File: config.mk
export PLATFORM = sky130hd
export DESIGN_NAME = pcs_receive_flat
export DESIGN_NICKNAME = d
export VERILOG_FILES = /design/src/rtl/pcs_receive_if.sv /design/src/rtl/pcs_receive.sv /design/src/flat_wrapper.sv
export SDC_FILE = /design/constraint.sdc
export NUM_CORES = 1
export LEC_CHECK = 0
export CORE_MARGIN = 3
export CORE_UTILIZATION = 40
export CTS_BUF_LIST = sky130_fd_sc_hd__clkbuf_4
export CTS_CLUSTER_DIAMETER = 100
export DETAILED_ROUTE_END_ITERATION = 10
export GPL_ROUTABILITY_DRIVEN = 0
export RECOVER_POWER = 25
export SYNTH_ARGS = -nofsm -noshare
export SYNTH_HDL_FRONTEND = slang
export SYNTH_SLANG_ARGS = --single-unit
export TNS_END_PERCENT = 100
File: constraint.sdc
create_clock -name clk -period 3.7 [get_ports clk]
set_clock_uncertainty 0.1 [all_clocks]
set_input_delay 0.74 -clock clk [delete_from_list [all_inputs] [get_ports clk]]
set_output_delay 0.74 -clock clk [all_outputs]
set_load 0.03 [all_outputs]
File: src/rtl/pcs_receive_if.sv
// Code-group input and GMII-side receive outputs of the PCS receive block.
// The synchronization stage drives the master side; pcs_receive owns the slave side.
interface pcs_receive_if;
    logic        sync_status;
    logic        rx_even;
    logic [9:0]  sudi;
    logic [7:0]  rxd;
    logic        rx_dv;
    logic        rx_er;
    logic        receiving;
    logic        frame_done;
    logic [11:0] frame_len;

    modport master (
        output sync_status, rx_even, sudi,
        input  rxd, rx_dv, rx_er, receiving, frame_done, frame_len
    );

    modport slave (
        input  sync_status, rx_even, sudi,
        output rxd, rx_dv, rx_er, receiving, frame_done, frame_len
    );
endinterface

File: src/rtl/pcs_receive.sv
// 1000BASE-X PCS receive: decodes a reduced 8b/10b code-group set, tracks
// idle/frame delimiters and produces registered GMII rxd/rx_dv/rx_er plus frame length.
module pcs_receive (
    input  logic         clk,
    input  logic         reset,
    pcs_receive_if.slave pcs
);
    typedef enum logic [5:0] {
        LINK_FAILED = 6'b000001,
        WAIT_FOR_K  = 6'b000010,
        RX_K        = 6'b000100,
        IDLE_D      = 6'b001000,
        RECEIVE     = 6'b010000,
        EPD         = 6'b100000
    } state_t;

    state_t      state_q, state_d;
    logic [7:0]  rxd_q, rxd_d;
    logic        rx_dv_q, rx_dv_d;
    logic        rx_er_q, rx_er_d;
    logic        receiving_q, receiving_d;
    logic        frame_done_q, frame_done_d;
    logic [11:0] frame_len_q, frame_len_d;
    logic [11:0] count_q, count_d;
    logic [11:0] count_inc;

    logic        is_data, is_comma, is_s, is_t, is_r;
    logic [7:0]  octet;

    // Both running-disparity forms of every accepted code-group decode identically.
    always_comb begin
        is_data  = 1'b0;
        is_comma = 1'b0;
        is_s     = 1'b0;
        is_t     = 1'b0;
        is_r     = 1'b0;
        octet    = 8'h00;
        case (pcs.sudi)
            10'b1001110100, 10'b0110001011: begin is_data = 1'b1; octet = 8'h00; end
            10'b0111010100, 10'b1000101011: begin is_data = 1'b1; octet = 8'h01; end
            10'b1011010100, 10'b0100101011: begin is_data = 1'b1; octet = 8'h02; end
            10'b1100011011, 10'b1100010100: begin is_data = 1'b1; octet = 8'h03; end
            10'b1101010100, 10'b0010101011: begin is_data = 1'b1; octet = 8'h04; end
            10'b1010011011, 10'b1010010100: begin is_data = 1'b1; octet = 8'h05; end
            10'b0110011011, 10'b0110010100: begin is_data = 1'b1; octet = 8'h06; end
            10'b1110001011, 10'b0001110100: begin is_data = 1'b1; octet = 8'h07; end
            10'b1110010100, 10'b0001101011: begin is_data = 1'b1; octet = 8'h08; end
            10'b1001011011, 10'b1001010100: begin is_data = 1'b1; octet = 8'h09; end
            10'b1010010110:                 begin is_data = 1'b1; octet = 8'hC5; end
            10'b0110110101, 10'b1001000101: begin is_data = 1'b1; octet = 8'h50; end
            10'b0011111010, 10'b1100000101: is_comma = 1'b1;
            10'b1101101000, 10'b0010010111: is_s     = 1'b1;
            10'b1011101000, 10'b0100010111: is_t     = 1'b1;
            10'b1110101000, 10'b0001010111: is_r     = 1'b1;
            default: ;
        endcase
    end

    assign count_inc = (count_q == 12'hFFF) ? count_q : count_q + 12'd1;

    always_comb begin
        state_d      = state_q;
        rxd_d        = 8'h00;
        rx_dv_d      = 1'b0;
        rx_er_d      = 1'b0;
        frame_done_d = 1'b0;
        frame_len_d  = frame_len_q;
        count_d      = count_q;
        if (!pcs.sync_status) begin
            // Losing sync inside a frame is flagged to GMII as one errored octet.
            state_d = LINK_FAILED;
            if (state_q == RECEIVE) begin
                rx_dv_d = 1'b1;
                rx_er_d = 1'b1;
            end
        end else begin
            case (state_q)
                LINK_FAILED: state_d = WAIT_FOR_K;
                WAIT_FOR_K: begin
                    if (is_comma && pcs.rx_even)
                        state_d = RX_K;
                end
                RX_K: begin
                    if (is_data && (octet == 8'hC5 || octet == 8'h50))
                        state_d = IDLE_D;
                    else
                        state_d = WAIT_FOR_K;
                end
                IDLE_D: begin
                    if (is_comma) begin
                        state_d = RX_K;
                    end else if (is_s) begin
                        state_d = RECEIVE;
                        rxd_d   = 8'h55;
                        rx_dv_d = 1'b1;
                        count_d = 12'd1;
                    end else begin
                        state_d = WAIT_FOR_K;
                    end
                end
                RECEIVE: begin
                    if (is_data) begin
                        rxd_d   = octet;
                        rx_dv_d = 1'b1;
                        count_d = count_inc;
                    end else if (is_comma) begin
                        state_d      = RX_K;
                        rx_dv_d      = 1'b1;
                        rx_er_d      = 1'b1;
                        frame_done_d = 1'b1;
                        frame_len_d  = count_q;
                    end else if (is_t) begin
                        state_d = EPD;
                    end else begin
                        rx_dv_d = 1'b1;
                        rx_er_d = 1'b1;
                        count_d = count_inc;
                    end
                end
                EPD: begin
                    state_d      = WAIT_FOR_K;
                    rx_er_d      = !is_r;
                    frame_done_d = 1'b1;
                    frame_len_d  = count_q;
                end
                default: state_d = LINK_FAILED;
            endcase
        end
        // The frame stays in progress until the end-of-packet delimiter is resolved.
        receiving_d = (state_d == RECEIVE) || (state_d == EPD);
    end

    always_ff @(posedge clk or negedge reset) begin
        if (!reset) begin
            state_q      <= LINK_FAILED;
            rxd_q        <= 8'h00;
            rx_dv_q      <= 1'b0;
            rx_er_q      <= 1'b0;
            receiving_q  <= 1'b0;
            frame_done_q <= 1'b0;
            frame_len_q  <= 12'h000;
            count_q      <= 12'h000;
        end else begin
            state_q      <= state_d;
            rxd_q        <= rxd_d;
            rx_dv_q      <= rx_dv_d;
            rx_er_q      <= rx_er_d;
            receiving_q  <= receiving_d;
            frame_done_q <= frame_done_d;
            frame_len_q  <= frame_len_d;
            count_q      <= count_d;
        end
    end

    assign pcs.rxd        = rxd_q;
    assign pcs.rx_dv      = rx_dv_q;
    assign pcs.rx_er      = rx_er_q;
    assign pcs.receiving  = receiving_q;
    assign pcs.frame_done = frame_done_q;
    assign pcs.frame_len  = frame_len_q;
endmodule

File: src/flat_wrapper.sv
// flat-port wrapper written by rule: the top's interface ports become plain ports
module pcs_receive_flat 
  (clk, reset, pcs_sync_status, pcs_rx_even, pcs_sudi, pcs_rxd, pcs_rx_dv, pcs_rx_er, pcs_receiving, pcs_frame_done, pcs_frame_len);
  pcs_receive_if pcs_i ();
  input  logic clk;
  input  logic reset;
  input wire logic [$bits(pcs_i.sync_status)-1:0] pcs_sync_status;
  input wire logic [$bits(pcs_i.rx_even)-1:0] pcs_rx_even;
  input wire logic [$bits(pcs_i.sudi)-1:0] pcs_sudi;
  output wire logic [$bits(pcs_i.rxd)-1:0] pcs_rxd;
  output wire logic [$bits(pcs_i.rx_dv)-1:0] pcs_rx_dv;
  output wire logic [$bits(pcs_i.rx_er)-1:0] pcs_rx_er;
  output wire logic [$bits(pcs_i.receiving)-1:0] pcs_receiving;
  output wire logic [$bits(pcs_i.frame_done)-1:0] pcs_frame_done;
  output wire logic [$bits(pcs_i.frame_len)-1:0] pcs_frame_len;
  assign pcs_i.sync_status = pcs_sync_status;
  assign pcs_i.rx_even = pcs_rx_even;
  assign pcs_i.sudi = pcs_sudi;
  assign pcs_rxd = pcs_i.rxd;
  assign pcs_rx_dv = pcs_i.rx_dv;
  assign pcs_rx_er = pcs_i.rx_er;
  assign pcs_receiving = pcs_i.receiving;
  assign pcs_frame_done = pcs_i.frame_done;
  assign pcs_frame_len = pcs_i.frame_len;
  pcs_receive u_core (.clk(clk), .reset(reset), .pcs(pcs_i));
endmodule
==> reports/metrics.cfg <==
[pwr]
p_per_area_mw_per_mm2 = 282.3
ir_drop_uv = 170.4
p_leak_nw = 1.280
power_uw = 863.3

[placed_design]
hpwl_um = 4504
placed_cells = 383
portBuffers = 36

[synth]
synth_most_common_cell = dfrtp_1
async_flop_share_pct = 100.0
synth_nets = 284
synth_ff_type = dfrtp_1
seq_area_frac_synth_pct = 41.30
yosysTopAreaCell = dfrtp_1
avgSynthCellArea_sq_um = 9.247
synth_cells = 269
synth_top_cell_area_share_pct = 40.24
synthTopCellsByCount = dfrtp_1, nor2_1, a31oi_1, nand2_1, mux2_2
yosys_warnings = 0
synth.cell_area_sq_mm = 0.002487
synth_edf_count = 0
synth.distinct_cells = 59
ys_top_cells_by_area = dfrtp_1, mux2_2, a31oi_1
synth_seq_cells = 41

[clocking]
tritoncts = built
numClockSinks = 41
cts-htree-levels = 2
cts_buffers = 5
clock_latency_ns = 0.36
cts_resized = 0
path_clk_slew_ns = 0.13
cts_setup_buffers = 0
cts_hold_buffers = 0
cts-root-buf = clkbuf_4
clock_path_buffers = 2

[critical_path]
arrival_ns = 3.45
required_ns = 3.88
start_kind = primary input
timing_worst_setup_path_type = primary input to flip-flop
end_kind = flip-flop
worst-path-max-fanout = 11

[global_route]
grt.busiest_layer = met1
grt_max_degree = 42
grtUsageTotal_pct = 17.73
use_met2_pct = 26.33
antenna_found_initial = 0
met3_usage_pct = 3.301
use_met1_pct = 26.91
grt_pass1_wl_um = 10500
grt_pass1_vias = 2110
grt_overflow = 0

[route]
post_drt_wl_per_cell_um = 15.49
initialDrtViolationCount = 137
drt_wl_total_um = 6055
vias = 2228
postRouteAntennaNets = 0
via_per_inst = 5.698
drcViolationCount = 0
firstDrtPassIters = 4

[layout]
n_antenna_cell = 0
fin_nets = 330
syn2layout_area_growth_pct = 22.94
drive_above_1_share_pct = 16.46
final_cells = 391

[sta]
fin_crit_sh_pct = 88.45
relSlewSlack_pct = -40.00
rsz0062_at_grt = false
slew_violations = 42
worst_slew_pin_slew_ns = 2.100
setup_viol = 0
fin_tns_setup_ns = 0
fmax_ghz = 0.3056
finalCriticalPeriod_ns = 3.273
hold_viol_final = 0

[floorplanning]
initial_core_util_pct = 41.76
fp.dieW_um = 84.86
ios = 38
design.core.area_sq_mm = 0.005956
die_area_sq_mm = 0.007200
rows = 28
die_h_um = 84.86

[worst_hold_path]
min_path_type = flip-flop to flip-flop

[run_status]
violations = max-capacitance violations, max-slew violations
status = finished with violations

[run]
maxCapViolCount = 1

-- flip-flops by register name (all words and copies together), names as in the netlist --
name and cells:
u_core.count_q 12, u_core.pcs.frame_len 12, u_core.pcs.rxd 7, u_core.state_q 6, u_core.pcs.frame_done 1, u_core.pcs.receiving 1, u_core.pcs.rx_dv 1, u_core.pcs.rx_er 1
-- worst max-delay path: stages --
cell,delay [ns]
clkdlybuf4s50_1,0.52
or4b_1,0.57
or3_2,0.46
and3_1,0.20
buf_4,0.15
a21oi_2,0.36
nor2_1,0.21
a31oi_1,0.23
-- cell families (layout without fill, tap and decap cells) --
family / count (synthesis) / after routing / synth area share [%]
AND/OR/NAND/NOR: 135 / 135 / 31.89
other: 1 / 1 / 0.1508
XOR/XNOR: 4 / 4 / 1.409
multiplexers: 12 / 12 / 5.433
flip-flops: 41 / 41 / 41.30
buffers and inverters: 18 / 65 / 3.320
adder cells (fa/ha/maj): 1 / 1 / 0.5029
AO/OA/AOI/OAI: 57 / 57 / 16.00
-- cell type report --
type	instances	area [sq um]
inverters	2	7.507
repair buffers	55	496.7
flip-flops and latches	41	1027
clock inverters	3	17.52
well taps	75	93.84
clock buffers	5	37.54
fillers	595	2898
multi-input cells	210	1378
-- layer usage --
layer | vias up | wire length (um)
met5 | - | 0
met4 | 0 | 49
met3 | 4 | 289
met2 | 52 | 2716
met1 | 1068 | 3000
li1 | 1104 | -
-- layout by cell type (no fill, tap or decap), types with 9 or more instances in the layout --
| master | instances |
|---|---|
| a31oi_1 | 17 |
| buf_4 | 19 |
| clkdlybuf4s50_1 | 35 |
| dfrtp_1 | 40 |
| mux2_2 | 12 |
| nand2_1 | 16 |
| nand2b_1 | 9 |
| nand3_1 | 11 |
| nor2_1 | 27 |
-- power by group --
group | internal [mW] | switching, mW
combinational | 0.0627 | 0.0989
clock | 0.0722 | 0.156
sequential | 0.462 | 0.0123
-- metrics by stage --
| stage | hold slack (ns) | utilization, % | instance area, sq um | setup WS [ns] |
|---|---|---|---|---|
| finish | 0.4193 | 51.34 | 3058 | 0.4273 |
| global route | 0.4375 | 51.34 | 3058 | 0.2381 |
| CTS | 0.4182 | 51.37 | 3059 | 0.4263 |
| detailed placement | 0.3960 | 50.44 | 3004 | 0.05985 |
| global placement | 0.3904 | 50.44 | 3004 | 0.09632 |
| floorplan | 0.3444 | - | 2487 | 0.7600 |
-- worst paths after layout --
kind / depth (start not counted) / end / slack [ns] / startpoint
max: 8 / u_core.count_q[8] / 0.43 / pcs_sudi[4]
min: 1 / u_core.pcs.frame_len[6] / 0.42 / u_core.pcs.frame_len[6]
max reg2reg: 7 / u_core.pcs.frame_len[4] / 0.74 / u_core.state_q[2]
min reg2reg: 1 / u_core.pcs.frame_len[6] / 0.42 / u_core.pcs.frame_len[6]
max in group asynchronous: 1 / u_core.pcs.rxd[4] / 1.44 / reset
min in group asynchronous: 1 / u_core.pcs.frame_len[5] / 0.88 / reset
Power figures use the tool's default switching activity.
==> RTL change 1, RTL diff (same settings) <==
The 6 states of `state_t` get a binary encoding in 3 bits.
--- a/src/rtl/pcs_receive.sv
+++ b/src/rtl/pcs_receive.sv
@@ -7,9 +7,9 @@
 );
-    typedef enum logic [5:0] {
-        LINK_FAILED = 6'b000001,
-        WAIT_FOR_K  = 6'b000010,
-        RX_K        = 6'b000100,
-        IDLE_D      = 6'b001000,
-        RECEIVE     = 6'b010000,
-        EPD         = 6'b100000
+    typedef enum logic [2:0] {
+        LINK_FAILED = 3'd0,
+        WAIT_FOR_K  = 3'd1,
+        RX_K        = 3'd2,
+        IDLE_D      = 3'd3,
+        RECEIVE     = 3'd4,
+        EPD         = 3'd5
     } state_t;
Function: no difference found for any inputs over 10 cycles, from zero or initial values and one cycle with reset low; not proved beyond that.
==> RTL change 1 against the original RTL <==
The flow still finishes with violations (capacitance limit, slew limit); final area down 9.2%; synthesized area down 8.0%; via count down 4.4%; count of clock-buffer cells in the layout up 1; wire length down 11%; critical endpoint is now u_core.count_q[11]; worst setup slack better by 0.034 ns; sequential cell count down 3; utilization up 1.0 points; maximum frequency up 1.0%.
Power is not compared: it rests on default switching activity, and its combinational part moved more than twofold at a synthesized area within 25%.
==> RTL change 1: results <==
status:
  outcome: "finished, violations left"
  failed_checks: "capacitance limit, slew limit"
placed_design:
  dp_hpwl_um: 4020
  placed_area_um2: 2720
sta:
  fin_hold_ws_ns: 0.382
  drv_slew: 39
drt:
  route.met2.wl_um: 2520
  dr_wl_met3_um: 250
  avgViaCountPerCell: 5.64
  routedWlPerCell_um: 14.2
yosys:
  synth.area.top_cells: "dfrtp_1 42%, nand2_1 9.5%, a21oi_1 2.8%"
  syn_nets: 285
  synthXorXnorAreaFrac: 0.00383
  synthMuxAreaShare: 0.00438
  synth-adder-area-share: 0.00547
worst_hold_path:
  whs_endpoint: "u_core.pcs.frame_len[7]"
  hold_depth: 2
  min_from: "u_core.pcs.frame_len[7]"
critical_path:
  reg2reg_slack_ns: 1.37
  endpoint: "u_core.count_q[11]"
  cp_data_arrival_time_ns: 3.42
  crit_start: "pcs_sudi[6]"
  r2r-start: "u_core.state_q[0]"
  cp_slowest_cell: "or4_1"
finish:
  layout.nets: 322
clock_tree:
  clkTransAtPathRegs_ns: 0.11
grt:
  grtUsageMet1: 0.237
  grt_use_met3: 0.0274
  track_usage: 0.177
run:
  cap_violations: 1
## RTL change 1: cell types whose count changed in the layout (fill, tap and decap cells not counted), moves of 4 or more
cell	unedited run	this run
a31oi_1	17	1
mux2_2	12	0
nor2_1	27	14
a21oi_1	7	13
o21ai_1	0	5
o31ai_1	7	1
nand2_1	16	58
buf_4	19	10
and3_1	8	4
or3_1	0	4
o211ai_1	0	6
## RTL change 1: cells by family after synthesis
| group | Yosys count |
|---|---|
| AND/OR/NAND/NOR | 154 |
| AO/OA/AOI/OAI | 53 |
| flip-flops | 38 |
| buffers and inverters | 21 |
| adder cells (fa/ha/maj) | 1 |
| other | 1 |
| XOR/XNOR | 1 |
| multiplexers | 1 |
## RTL change 1: area by class of cell
class                      instances  area, um^2
timing repair buffer              46         429
clock buffer                       6        45.0
multi-input combinational        211        1240
inverter                           5        18.8
sequential                        38         951
clock inverter                     2        8.76
tap                               70        87.6
fill                             506        2530
## RTL change 1: worst register-to-register path, stage by stage, from the launching register on
cell,delay (ns)
dfrtp_1,0.48
nor3b_1,0.23
buf_4,0.18
o21ai_1,0.11
a31oi_4,0.19
nand3_2,0.33
or4_1,0.59
nand2_1,0.08
## RTL change 1: stage by stage
step	utilization	cells	setup WS, ns
detailed placement	0.514	370	0.134
global route	0.524	378	0.312
global placement	0.514	370	0.161
CTS	0.524	378	0.509
floorplan	-	270	0.992
finish	0.524	378	0.461
## RTL change 1: where the power goes
| part | switching (W) | internal [W] | total [W] |
|---|---|---|---|
| combinational | 0.0000405 | 0.0000299 | 0.0000704 |
| sequential | 0.00000129 | 0.000416 | 0.000417 |
| clock | 0.000131 | 0.0000788 | 0.000210 |
==> RTL change 2, RTL diff (same flow settings) <==
Made on the original files. Make the reset (`reset`) synchronous in one clocked block.
--- a/src/rtl/pcs_receive.sv
+++ b/src/rtl/pcs_receive.sv
@@ -132,3 +132,3 @@
 
-    always_ff @(posedge clk or negedge reset) begin
+    always_ff @(posedge clk) begin
         if (!reset) begin
Formal check against the unedited RTL: differs if reset is asserted again (counterexample within 10 cycles, from zero or initial values and one cycle with reset low); with reset held inactive, the same outputs for 10 cycles.
==> RTL change 2 against the original RTL <==
Critical path depth fell by 1; sequential cell count is the same; worst setup slack better by 0.21 ns; worst hold slack lost 0.055 ns; wire length shrank 7.3%; synthesized area is 5.1% lower; final area down 5.6%.
Power is not compared: it rests on default switching activity, and its combinational part moved more than twofold at a synthesized area within 25%.
==> RTL change 2: results <==
sta:
  worst_pin_slew_ns: 0.635
clock_tree:
  numCtsBuffers: 5
  htreeDepth: 2
  clock_latency_ns: 0.36
  cts-root-buf: "clkbuf_4"
  clockBufferDepth: 2
yosys:
  yosys_warnings: 0
  syn_inst: 300
  synth-seq-area-share: 0.348
  ys_top_cells_by_count: "44 x nand2_1, 41 x dfxtp_1, 18 x nor2_1"
  synth.area.top_cells: "dfxtp_1 35%, nand2_1 7.0%, mux2i_1 5.5%"
  syn_nets: 315
  synth-main-ff-cell: "dfxtp_1"
  postSynth.asyncResetShare: 0
  synth.distinct_cells: 59
finish:
  drive_above_1_share: 0.0721
  layout.nets: 347
  num-fill-cells: 565
drt:
  met1_length_um: 2880
  dr_wl_met3_um: 335
  finalWirelength_um: 5620
  avgViaCountPerCell: 5.56
  routedWlPerCell_um: 13.9
  dr.first_iter.drc_count: 153
  route.met2.wl_um: 2360
  maxUsedRoutingLayer: "met4"
grt:
  grt_antenna_before_repair: 0
  grt_pass1_wl_um: 9300
  grt_pass1_vias: 1963
  track_usage: 0.160
  grt_max_degree: 34
placed_design:
  dp_cells: 397
  portBuffers: 36
  dp_slack_ns: 0.275
  dp_hpwl_um: 4090
critical_path:
  path_max_fanout: 9
  cp_top_family: "simple AND/OR/NAND/NOR gates"
  cp_data_arrival_time_ns: 3.26
  max_stage_delay_ns: 0.61
status:
  outcome: "complete, no violations"
worst_hold_path:
  hp-class: "flip-flop to flip-flop"
-- RTL change 2: path summary, 6_finish.rpt --
kind	from	endpoint	slack [ns]	cells after the start
setup / recovery	pcs_sudi[6]	u_core.count_q[6]	0.64	7
hold / removal	u_core.pcs.frame_len[0]	u_core.pcs.frame_len[0]	0.36	2
setup reg to reg	u_core.state_q[2]	u_core.pcs.receiving	1.42	5
hold reg to reg	u_core.pcs.frame_len[0]	u_core.pcs.frame_len[0]	0.36	2
-- RTL change 2: stage by stage --
| stage | area, um^2 | utilization |
|---|---|---|
| 2_1_floorplan | 2360 | - |
| 3_3_place_gp | 2780 | 0.496 |
| 3_5_place_dp | 2780 | 0.496 |
| 4_1_cts | 2890 | 0.515 |
| 5_1_grt | 2890 | 0.515 |
| 6_report | 2890 | 0.515 |
-- RTL change 2: per-layer routing --
layer  vias to the layer above  track usage
met1                      1021        0.240
met3                         2       0.0347
met5                         -            0
li1                       1157            -
met4                         0       0.0401
met2                        72        0.231
-- RTL change 2: report_power, final --
part / leakage, nW / total, W / internal (W) / switching (W)
sequential: 0.330 / 0.000445 / 0.000443 / 0.00000240
clock: 0.0558 / 0.000372 / 0.000213 / 0.000159
combinational: 0.601 / 0.0000685 / 0.0000292 / 0.0000393
-- RTL change 2: tightest hold or removal path, cell delays in order, from the launching register on --
cell and delay [ns]:
dfxtp_1 0.33, nand2_1 0.05, mux2i_1 0.05
-- RTL change 2: cell families after synthesis --
logic type                 synth area share
muxes                                0.0551
xor gates and xnor gates            0.00742
adders and majority gates           0.00954
AOI/OAI and AO/OA                     0.162
buffers and inverters                0.0461
other                               0.00159
and+or+nand+nor                       0.370
DFF                                   0.348
-- RTL change 2: area by class of cell --
type / count / area, um^2 / share of cell area
Tap cell: 72 / 90.1 / 0.0312
Multi-Input combinational cell: 235 / 1430 / 0.495
Timing Repair Buffer: 44 / 420 / 0.146
Inverter: 5 / 18.8 / 0.00650
Clock buffer: 5 / 37.5 / 0.0130
Clock inverter: 3 / 68.8 / 0.0238
Sequential cell: 41 / 821 / 0.284
